$ cat src/rtl/mixer_pkg.sv
// Shared types and helpers for the voice mixer.
//   mix_state_t  - mixer FSM state encoding (IDLE, ACCUM, OUTPUT)
//   acc_width()  - accumulator width that cannot overflow when summing n
//                  signed samples of sw bits
//   DROP_CNT_W   - width of the saturating dropped-slot counter
package mixer_pkg;

  typedef enum logic [1:0] {
    IDLE   = 2'd0,
    ACCUM  = 2'd1,
    OUTPUT = 2'd2
  } mix_state_t;

  localparam int DROP_CNT_W = 8;

  function automatic int acc_width(input int n, input int sw);
    return sw + $clog2(n);
  endfunction

endpackage

$ cat src/rtl/sample_tick_gen.sv
// Free-running sample-rate tick generator.
// Counts 0..SAMPLE_PERIOD-1 and wraps; tick_out is high for the single
// cycle in which the counter holds SAMPLE_PERIOD-1.
// Ports:
//   clk_in   - system clock
//   rst_in   - synchronous reset, active-low (counter returns to 0)
//   tick_out - one-cycle tick once per SAMPLE_PERIOD cycles
module sample_tick_gen #(
  parameter int SAMPLE_PERIOD = 2268
) (
  input  logic clk_in,
  input  logic rst_in,
  output logic tick_out
);

  localparam int CNT_W = (SAMPLE_PERIOD > 2) ? $clog2(SAMPLE_PERIOD) : 1;
  localparam logic [CNT_W-1:0] LAST = CNT_W'(SAMPLE_PERIOD - 1);

  logic [CNT_W-1:0] r_count;

  always_ff @(posedge clk_in) begin
    if (!rst_in) begin
      r_count <= '0;
    end else if (r_count == LAST) begin
      r_count <= '0;
    end else begin
      r_count <= r_count + 1'b1;
    end
  end

  assign tick_out = (r_count == LAST);

endmodule

$ cat src/rtl/voice_mixer.sv
// Mono voice mixer. Once per sample period it snapshots all oscillator
// samples and the note-on mask, sums the active voices one per cycle and
// presents the mixed sample to the output stage.
//
// Handshake: mix_out/mix_valid_out are held stable while mix_valid_out is
// high; a transfer happens on any clock edge where mix_valid_out and
// mix_ready_in are both high. mix_ready_in may depend combinationally on
// mix_valid_out. A sample tick arriving while a sample is still being
// built or waiting for the consumer is dropped and counted.
//
// Build option MIXER_SATURATE_EN: when defined the sum is not scaled but
// clamped to the OUT_WIDTH signed range, and overflow_out is a sticky clip
// flag. When undefined the sum is divided by NUM_OSCILLATORS with an
// arithmetic shift (rounds toward -inf) and overflow_out is tied to 0.
//
// Ports:
//   clk_in          - system clock
//   rst_in          - synchronous reset, active-low
//   osc_samples_in  - per-voice signed samples
//   is_on_in        - per-voice note-on gate
//   mix_out         - signed mixed sample
//   mix_valid_out   - mix_out holds a valid sample
//   mix_ready_in    - consumer accepts the sample
//   drop_count_out  - saturating count of dropped sample slots
//   overflow_out    - sticky clip flag (saturating build only)
//   state_dbg_out   - current FSM state
module voice_mixer
  import mixer_pkg::*;
#(
  parameter int NUM_OSCILLATORS = 4,
  parameter int SAMPLE_WIDTH    = 16,
  parameter int OUT_WIDTH       = 16,
  parameter int SAMPLE_PERIOD   = 2268
) (
  input  logic                                         clk_in,
  input  logic                                         rst_in,
  input  logic [NUM_OSCILLATORS-1:0][SAMPLE_WIDTH-1:0] osc_samples_in,
  input  logic [NUM_OSCILLATORS-1:0]                   is_on_in,
  output logic [OUT_WIDTH-1:0]                         mix_out,
  output logic                                         mix_valid_out,
  input  logic                                         mix_ready_in,
  output logic [DROP_CNT_W-1:0]                        drop_count_out,
  output logic                                         overflow_out,
  output mix_state_t                                   state_dbg_out
);

  localparam int ACC_W    = acc_width(NUM_OSCILLATORS, SAMPLE_WIDTH);
  localparam int SHIFT    = $clog2(NUM_OSCILLATORS);
  localparam int IDX_W    = SHIFT;
  localparam logic [IDX_W-1:0] LAST_IDX = IDX_W'(NUM_OSCILLATORS - 1);

  mix_state_t                                   r_state;
  mix_state_t                                   w_state_next;
  logic [NUM_OSCILLATORS-1:0][SAMPLE_WIDTH-1:0] r_snap;
  logic [NUM_OSCILLATORS-1:0]                   r_mask;
  logic signed [ACC_W-1:0]                      r_acc;
  logic [IDX_W-1:0]                             r_idx;
  logic [OUT_WIDTH-1:0]                         r_mix;
  logic                                         r_valid;
  logic [DROP_CNT_W-1:0]                        r_drop;

  logic                                         w_tick;
  logic                                         w_drop;
  logic signed [SAMPLE_WIDTH-1:0]               w_sel;
  logic signed [ACC_W-1:0]                      w_term;
  logic signed [ACC_W-1:0]                      w_acc_sum;
  logic [OUT_WIDTH-1:0]                         w_mix;

  sample_tick_gen #(
    .SAMPLE_PERIOD(SAMPLE_PERIOD)
  ) u_tick (
    .clk_in  (clk_in),
    .rst_in  (rst_in),
    .tick_out(w_tick)
  );

  // Current voice term; the size cast of a signed value sign-extends.
  always_comb begin
    w_sel     = r_snap[r_idx];
    w_term    = r_mask[r_idx] ? ACC_W'(w_sel) : '0;
    w_acc_sum = r_acc + w_term;
  end

`ifdef MIXER_SATURATE_EN
  // Compare in a width that holds both the accumulator and the output
  // range limits, so the clamp bounds are representable.
  localparam int CMP_W = ((ACC_W > OUT_WIDTH) ? ACC_W : OUT_WIDTH) + 1;
  localparam logic signed [CMP_W-1:0] MAX_V =
    {{(CMP_W-OUT_WIDTH+1){1'b0}}, {(OUT_WIDTH-1){1'b1}}};
  localparam logic signed [CMP_W-1:0] MIN_V = ~MAX_V;

  logic signed [CMP_W-1:0] w_wide;
  logic                    w_clip;
  logic                    r_overflow;

  always_comb begin
    w_wide = CMP_W'(w_acc_sum);
    w_clip = 1'b0;
    w_mix  = OUT_WIDTH'(w_wide);
    if (w_wide > MAX_V) begin
      w_mix  = OUT_WIDTH'(MAX_V);
      w_clip = 1'b1;
    end else if (w_wide < MIN_V) begin
      w_mix  = OUT_WIDTH'(MIN_V);
      w_clip = 1'b1;
    end
  end

  assign overflow_out = r_overflow;
`else
  // Divide by the voice count; the shifted value has SAMPLE_WIDTH
  // significant bits and OUT_WIDTH >= SAMPLE_WIDTH, so it always fits.
  logic signed [ACC_W-1:0] w_shifted;

  always_comb begin
    w_shifted = w_acc_sum >>> SHIFT;
    w_mix     = OUT_WIDTH'(w_shifted);
  end

  assign overflow_out = 1'b0;
`endif

  // A tick can only be taken in IDLE; anywhere else the slot is lost,
  // including the cycle in which OUTPUT completes its handshake.
  assign w_drop = w_tick && (r_state != IDLE);

  always_comb begin
    w_state_next = r_state;
    case (r_state)
      IDLE:    if (w_tick) w_state_next = ACCUM;
      ACCUM:   if (r_idx == LAST_IDX) w_state_next = OUTPUT;
      OUTPUT:  if (r_valid && mix_ready_in) w_state_next = IDLE;
      default: w_state_next = IDLE;
    endcase
  end

  always_ff @(posedge clk_in) begin
    if (!rst_in) begin
      r_state <= IDLE;
      r_snap  <= '0;
      r_mask  <= '0;
      r_acc   <= '0;
      r_idx   <= '0;
      r_mix   <= '0;
      r_valid <= 1'b0;
      r_drop  <= '0;
`ifdef MIXER_SATURATE_EN
      r_overflow <= 1'b0;
`endif
    end else begin
      r_state <= w_state_next;
      case (r_state)
        IDLE: begin
          if (w_tick) begin
            r_snap <= osc_samples_in;
            r_mask <= is_on_in;
            r_acc  <= '0;
            r_idx  <= '0;
          end
        end
        ACCUM: begin
          r_acc <= w_acc_sum;
          r_idx <= r_idx + 1'b1;
          if (r_idx == LAST_IDX) begin
            r_mix   <= w_mix;
            r_valid <= 1'b1;
`ifdef MIXER_SATURATE_EN
            if (w_clip) r_overflow <= 1'b1;
`endif
          end
        end
        OUTPUT: begin
          if (r_valid && mix_ready_in) r_valid <= 1'b0;
        end
        default: ;
      endcase
      if (w_drop && (r_drop != {DROP_CNT_W{1'b1}})) begin
        r_drop <= r_drop + 1'b1;
      end
    end
  end

  assign mix_out        = r_mix;
  assign mix_valid_out  = r_valid;
  assign drop_count_out = r_drop;
  assign state_dbg_out  = r_state;

endmodule

$ cat config.mk
export PLATFORM = sky130hd
export DESIGN_NAME = voice_mixer
export DESIGN_NICKNAME = d
export VERILOG_FILES = /design/src/rtl/mixer_pkg.sv /design/src/rtl/sample_tick_gen.sv /design/src/rtl/voice_mixer.sv
export SDC_FILE = /design/constraint.sdc
export NUM_CORES = 1
export LEC_CHECK = 0
export BUFFER_PORTS_ARGS = -buffer_cell sky130_fd_sc_hd__buf_2
export CAP_MARGIN = 20
export CORE_MARGIN = 4
export CORE_UTILIZATION = 45
export CTS_CLUSTER_DIAMETER = 150
export DETAILED_ROUTE_END_ITERATION = 8
export PLACE_DENSITY_LB_ADDON = 0.2
export REMOVE_ABC_BUFFERS = 1
export SYNTH_ARGS = -nofsm -noshare
export SYNTH_HDL_FRONTEND = slang
export SYNTH_SLANG_ARGS = --single-unit
$ cat constraint.sdc
create_clock -name clk_in -period 9.2 [get_ports clk_in]
set_input_delay 0 -clock clk_in [delete_from_list [all_inputs] [get_ports clk_in]]
set_output_delay 0 -clock clk_in [all_outputs]
set_load 0.1 [all_outputs]
---- After elaboration in Yosys (flattened, before gate mapping) ----
Cells that the tools add are included.
operators by class
  $add $sub $neg .......................... 4
  magnitude comparators ................... 1
  eq/ne operators ......................... 8
  multiplexer cells ....................... 16
  bitwise gates (word level) .............. 1
  reduce and logical (&&, ||, !) cells .... 13
operators with widths
  operator                                                                      count
  18-bit two-way mux                                                            2
  18-bit case mux with 2 select lines                                           1
  16-bit binary-select mux with 2-bit select                                    1
  18-bit adder                                                                  1
  16-bit two-way mux                                                            1
  12-bit by 1-bit adder with 12-bit output, second input constant               1
  12-bit == test, second input constant                                         1
  8-bit by 1-bit adder with 8-bit output, second input constant                 1
  2-bit two-way mux                                                             4
  8-bit != test, second input constant                                          1
  2-bit != test, second input constant                                          3
  2-bit case mux with 3 select lines                                            1
  2-bit AND reduction                                                           3
  3-bit AND reduction                                                           2
  2-bit nonzero test                                                            3
  2-bit == test, second input constant                                          2
  2-bit case mux with 2 select lines                                            1
  1-bit logical AND                                                             3
  2-bit by 3-bit less-than comparator with 1-bit output, second input constant  1
  1-bit two-way mux                                                             3
  2-bit by 1-bit adder with 2-bit output, second input constant                 1
  1-bit binary-select mux with 2-bit select                                     1
  2-bit by 1-bit == test with 1-bit output, second input constant               1
  2-bit logical NOT                                                             1
  other kinds (3)                                                               3
word-level totals
  register bits ........................... 127
  input port bits ......................... 71
  output and inout port bits .............. 28

---- Depth between registers and ports, before layout ----
  word-level depth ........................ 5
  depth in mapped cells ................... 15

---- Cells and area by module ----
From an unflattened synthesis, not the netlist that was laid out.
unflattened totals
  cell total of the unflattened synthesis .. 739
  area total of the unflattened synthesis .. 6,109.6 um^2
by module, submodules not included
  module           times used  cells an instance  area an instance (um^2)  seq. area each (um^2)
  voice_mixer      1           680                5,554.1                  2,302.2
  sample_tick_gen  1           59                 555.5                    240.2

---- Worst setup path before layout ----
Ideal clock, no wire load.
  kind .................................... register -> register
  from .................................... register r_idx[0]
  to ...................................... register r_acc[17]
  setup time .............................. 0.074 ns
  arrival ................................. 3.330 ns
  setup slack ............................. 5.796 ns
  cell stages (with the launch flop) ...... 13
  clock period less this slack ............ 3.404 ns
  path through ............................ dfxtp_1 buf_2 buf_2 mux4_2 nor2b_1 ha_1 a21o_1 a31o_2 a211oi_1 a21oi_2 xnor2_2 or3_1 a31oi_1
between the ends
  word-level cells in the longest chain between the ends .. 5
  elaborated cells between the ends (all ways) .. 7
  those cells by class .................... add/sub (1); mux (6)
ends and longest elaborated chain
  element                                                                                                         RTL line                              source
  start, declared                                                                                                 voice_mixer.sv:57                     logic [IDX_W-1:0] r_idx;
  start signal, assigned                                                                                          voice_mixer.sv:163                    r_idx <= r_idx + 1'b1;
  16-bit binary-select mux with 2-bit select / 1-bit binary-select mux with 2-bit select (equally long branches)  voice_mixer.sv:79, voice_mixer.sv:80
  16-bit two-way mux (implied by the code) / 1-bit two-way mux (equally long branches)                            voice_mixer.sv:79, voice_mixer.sv:80
  18-bit two-way mux (*)                                                                                          voice_mixer.sv:80                     w_term = r_mask[r_idx] ? ACC_W'(w_sel) : '0;
  18-bit adder (*)                                                                                                voice_mixer.sv:81                     w_acc_sum = r_acc + w_term;
  18-bit case mux with 2 select lines (*)                                                                         voice_mixer.sv:152                    case (r_state)
  end signal, assigned                                                                                            voice_mixer.sv:162                    r_acc <= w_acc_sum;
  end, declared                                                                                                   voice_mixer.sv:56                     logic signed [ACC_W-1:0] r_acc;
Mark *: on every way between the ends. The rest lies on a longest branch, timed or not. The select of a mux whose other input is x is not followed.
A chain may end at the register's enable or synchronous reset.

---- Final worst setup path ----
Same ends and word-level chain as after synthesis.

==> out/metrics.cfg <==
[sta]
holdWs_ns = 0.371
fin_crit_ns = 4.07
rsz0062_at_grt = false
finalHoldViolations = 0
timing.fmax_mhz = 246
fin_crit_sh_pct = 44.2
setup-tns-final_ns = 0
relSlewSlack_pct = 27.9
clock_skew_ns = 0.00522
slew_viol_final = 0
worstMarginPinSlew_ns = 1.08
finalWorstSetupSlack_ns = 5.13
setup_viol_count_final = 0

[setup_path]
cp-end-kind = flip-flop
crit_path_top_delay_cell = dfxtp_2
startpoint_type = flip-flop
slowest_delay_ns = 0.83
critPathKind = reg2reg
crit_fanout = 23
worstPathBufferInverterCount = 0
path_cells = mux2_2, o21ai_2, and2b_1, ha_1, a21o_1, a31o_2, a211oi_1, a21oi_2, xnor2_2, or3_1, a31oi_1
rrSetupSlack_ns = 5.13
cp.required_ns = 9.53
cp_top_family = compound AO/OA/AOI/OAI gates
crit_arrival_ns = 4.39

[layout]
postLayoutCoreUtil_pct = 59.8
multi_input_area_sq_mm = 0.00329
ff_latch_area_sq_mm = 0.00254
nFillCells = 1194
final_layout_size_suffix_gt1_share_pct = 18.6
diodes = 0
final_nets = 968
syn_to_final_growth_pct = 30.4

[status]
status = finished clean

[flow_run]
maxCapViolCount = 0

[drt]
final_antenna_net_count = 0
wl_per_cell_microns = 13.7
routed_wl_microns = 14500
num_vias = 5433
first_pass_iters = 5
drc_errors = 0
drt_iter0_drc = 236
viasPerCell = 5.11

[placement]
hpwlAfterDp_microns = 9360
pre_cts_ws_ns = 5.10
io_buffers = 97
place_congestion = 0.896

[floorplanning]
io_pins = 99
initial_core_util_pct = 45.9
num_rows = 42
design.die.area_sq_mm = 0.0154
dieHeight_microns = 124
core_area_sq_mm = 0.0132
die_w_microns = 124

[global_routing]
antenna_found_initial = 0
grtUsageTotal_pct = 20.1
grt_pass1_vias = 5323
grt_remaining_overflow = 0
grt_max_degree = 106
grt_pass1_wl_microns = 24400

[synthesis]
synth.yosys.seq_area_share_pct = 42.0
syn_inst = 725
avgSynthCellArea_sq_um = 8.35
ys.flop_type = dfxtp_1
async_flop_share_pct = 0
syn_area_sq_mm = 0.00605
synthMostInstantiatedCell = nand2_1
yosysTopAreaCellShare_pct = 42.0
yosys.area.top_type = dfxtp_1
ys_types = 58
yosys_warnings = 0
ys_ff_latch = 127
synth_area_leaders = dfxtp_1, nand2_1, a21oi_1, mux4_2, ha_1
synth_edf_count = 0
yosys-top-cells-count = nand2_1, dfxtp_1, a21oi_1

[min_path]
hold_path.class = in2reg

[cts]
clockRootBuffer = clkbuf_16
post-cts-setup-buffers = 0
h-tree-depth = 4
cts_buffer_depth = 2
cts_tree = built
clk_pin_slew_ns = 0.05
cts_sinks = 127
cts-buffers-inserted = 17
cts_resized = 0
clock_latency_ns = 0.41

[power]
p_leak_nw = 3.05
ir_worst_vdd_mv = 0.113
power_per_cell_area_mw_per_mm2 = 156

-- cell usage in the layout (no fill, tap or decap), drive strengths merged, types with 5 or more instances in the layout --
cell | netlist | final
a21o | 5 | 5
a211oi | 5 | 5
ha | 20 | 20
nor2b | 18 | 18
a21oi | 105 | 105
xor2 | 18 | 18
a31oi | 9 | 9
and2 | 5 | 5
o21a | 5 | 5
dlygate4sd3 | 0 | 70
nand4 | 9 | 9
buf | 13 | 105
nand3 | 21 | 21
and3 | 8 | 8
inv | 7 | 7
nor2 | 63 | 63
mux4 | 15 | 15
dfxtp | 127 | 127
xnor2 | 13 | 13
o21ai | 16 | 16
clkbuf | 30 | 26
nand2 | 168 | 168
nor3 | 10 | 10
mux2i | 6 | 6
-- tightest hold or removal path, stage by stage --
cell and delay [ns]:
dlygate4sd3_1 0.52, buf_2 0.11, nand2_1 0.05, a21oi_1 0.05
-- path summary, 6_finish.rpt --
path                 startpoint    endpoint  depth (start not counted)
max                    r_idx[0]   r_acc[17]                         11
min          osc_samples_in[33]  r_snap[33]                          4
max reg2reg            r_idx[0]   r_acc[17]                         11
min reg2reg           r_mask[1]   r_mask[1]                          2
-- area by class of cell --
type | count | share of cell area, %
clock buffer | 26 | 6.33
clock inverter | 5 | 0.698
inverter | 8 | 0.396
multi-input combinational | 547 | 41.7
sequential | 127 | 32.2
tap | 176 | 2.79
timing repair buffer | 175 | 15.9
-- cell families after synthesis --
kind of cell	count (synthesis)	synth area share, %
AOI/OAI and AO/OA	158	15.0
xor gates and xnor gates	31	4.61
adders and majority gates	21	4.47
buffers and inverters	51	3.62
DFF	127	42.0
muxes	22	6.76
other	1	0.0620
and+or+nand+nor	314	23.5
-- registers in the layout, summed over array words and instances (netlist names) --
name / cells
mix_valid_out: 1
drop_count_out: 8
mix_out: 16
u_tick.r_count: 12
r_mask: 4
r_idx: 2
r_snap: 64
r_acc: 18
state_dbg_out: 2
-- metal layers --
| layer | vias to the layer above | routed length, microns | GRT usage (%) |
|---|---|---|---|
| met1 | 2510 | 6430 | 24.5 |
| met2 | 115 | 7160 | 34.1 |
| li1 | 2785 | - | - |
| met3 | 23 | 692 | 5.50 |
| met4 | 0 | 260 | 7.32 |
| met5 | - | 0 | 0 |
-- through the flow --
stage / area, sq um / total power, mW / cells
2_1_floorplan: 5860 / 0.573 / 682
3_3_place_gp: 6620 / 0.592 / 962
3_5_place_dp: 6620 / 0.592 / 962
4_1_cts: 7880 / 1.24 / 1063
5_1_grt: 7890 / 1.28 / 1064
6_report: 7890 / 1.23 / 1064
-- power breakdown --
group          switching, mW  total, mW  internal [mW]
logic                 0.0197     0.0513         0.0316
clock network          0.227      0.624          0.397
registers            0.00107      0.553          0.552
-- timing repair --
item,4_1_cts,5_1_grt
endpoints found under the setup margin,0,0
endpoints found under the hold margin,71,0
hold buffers,70,0
No activity file was read; power rests on OpenSTA's default activity.
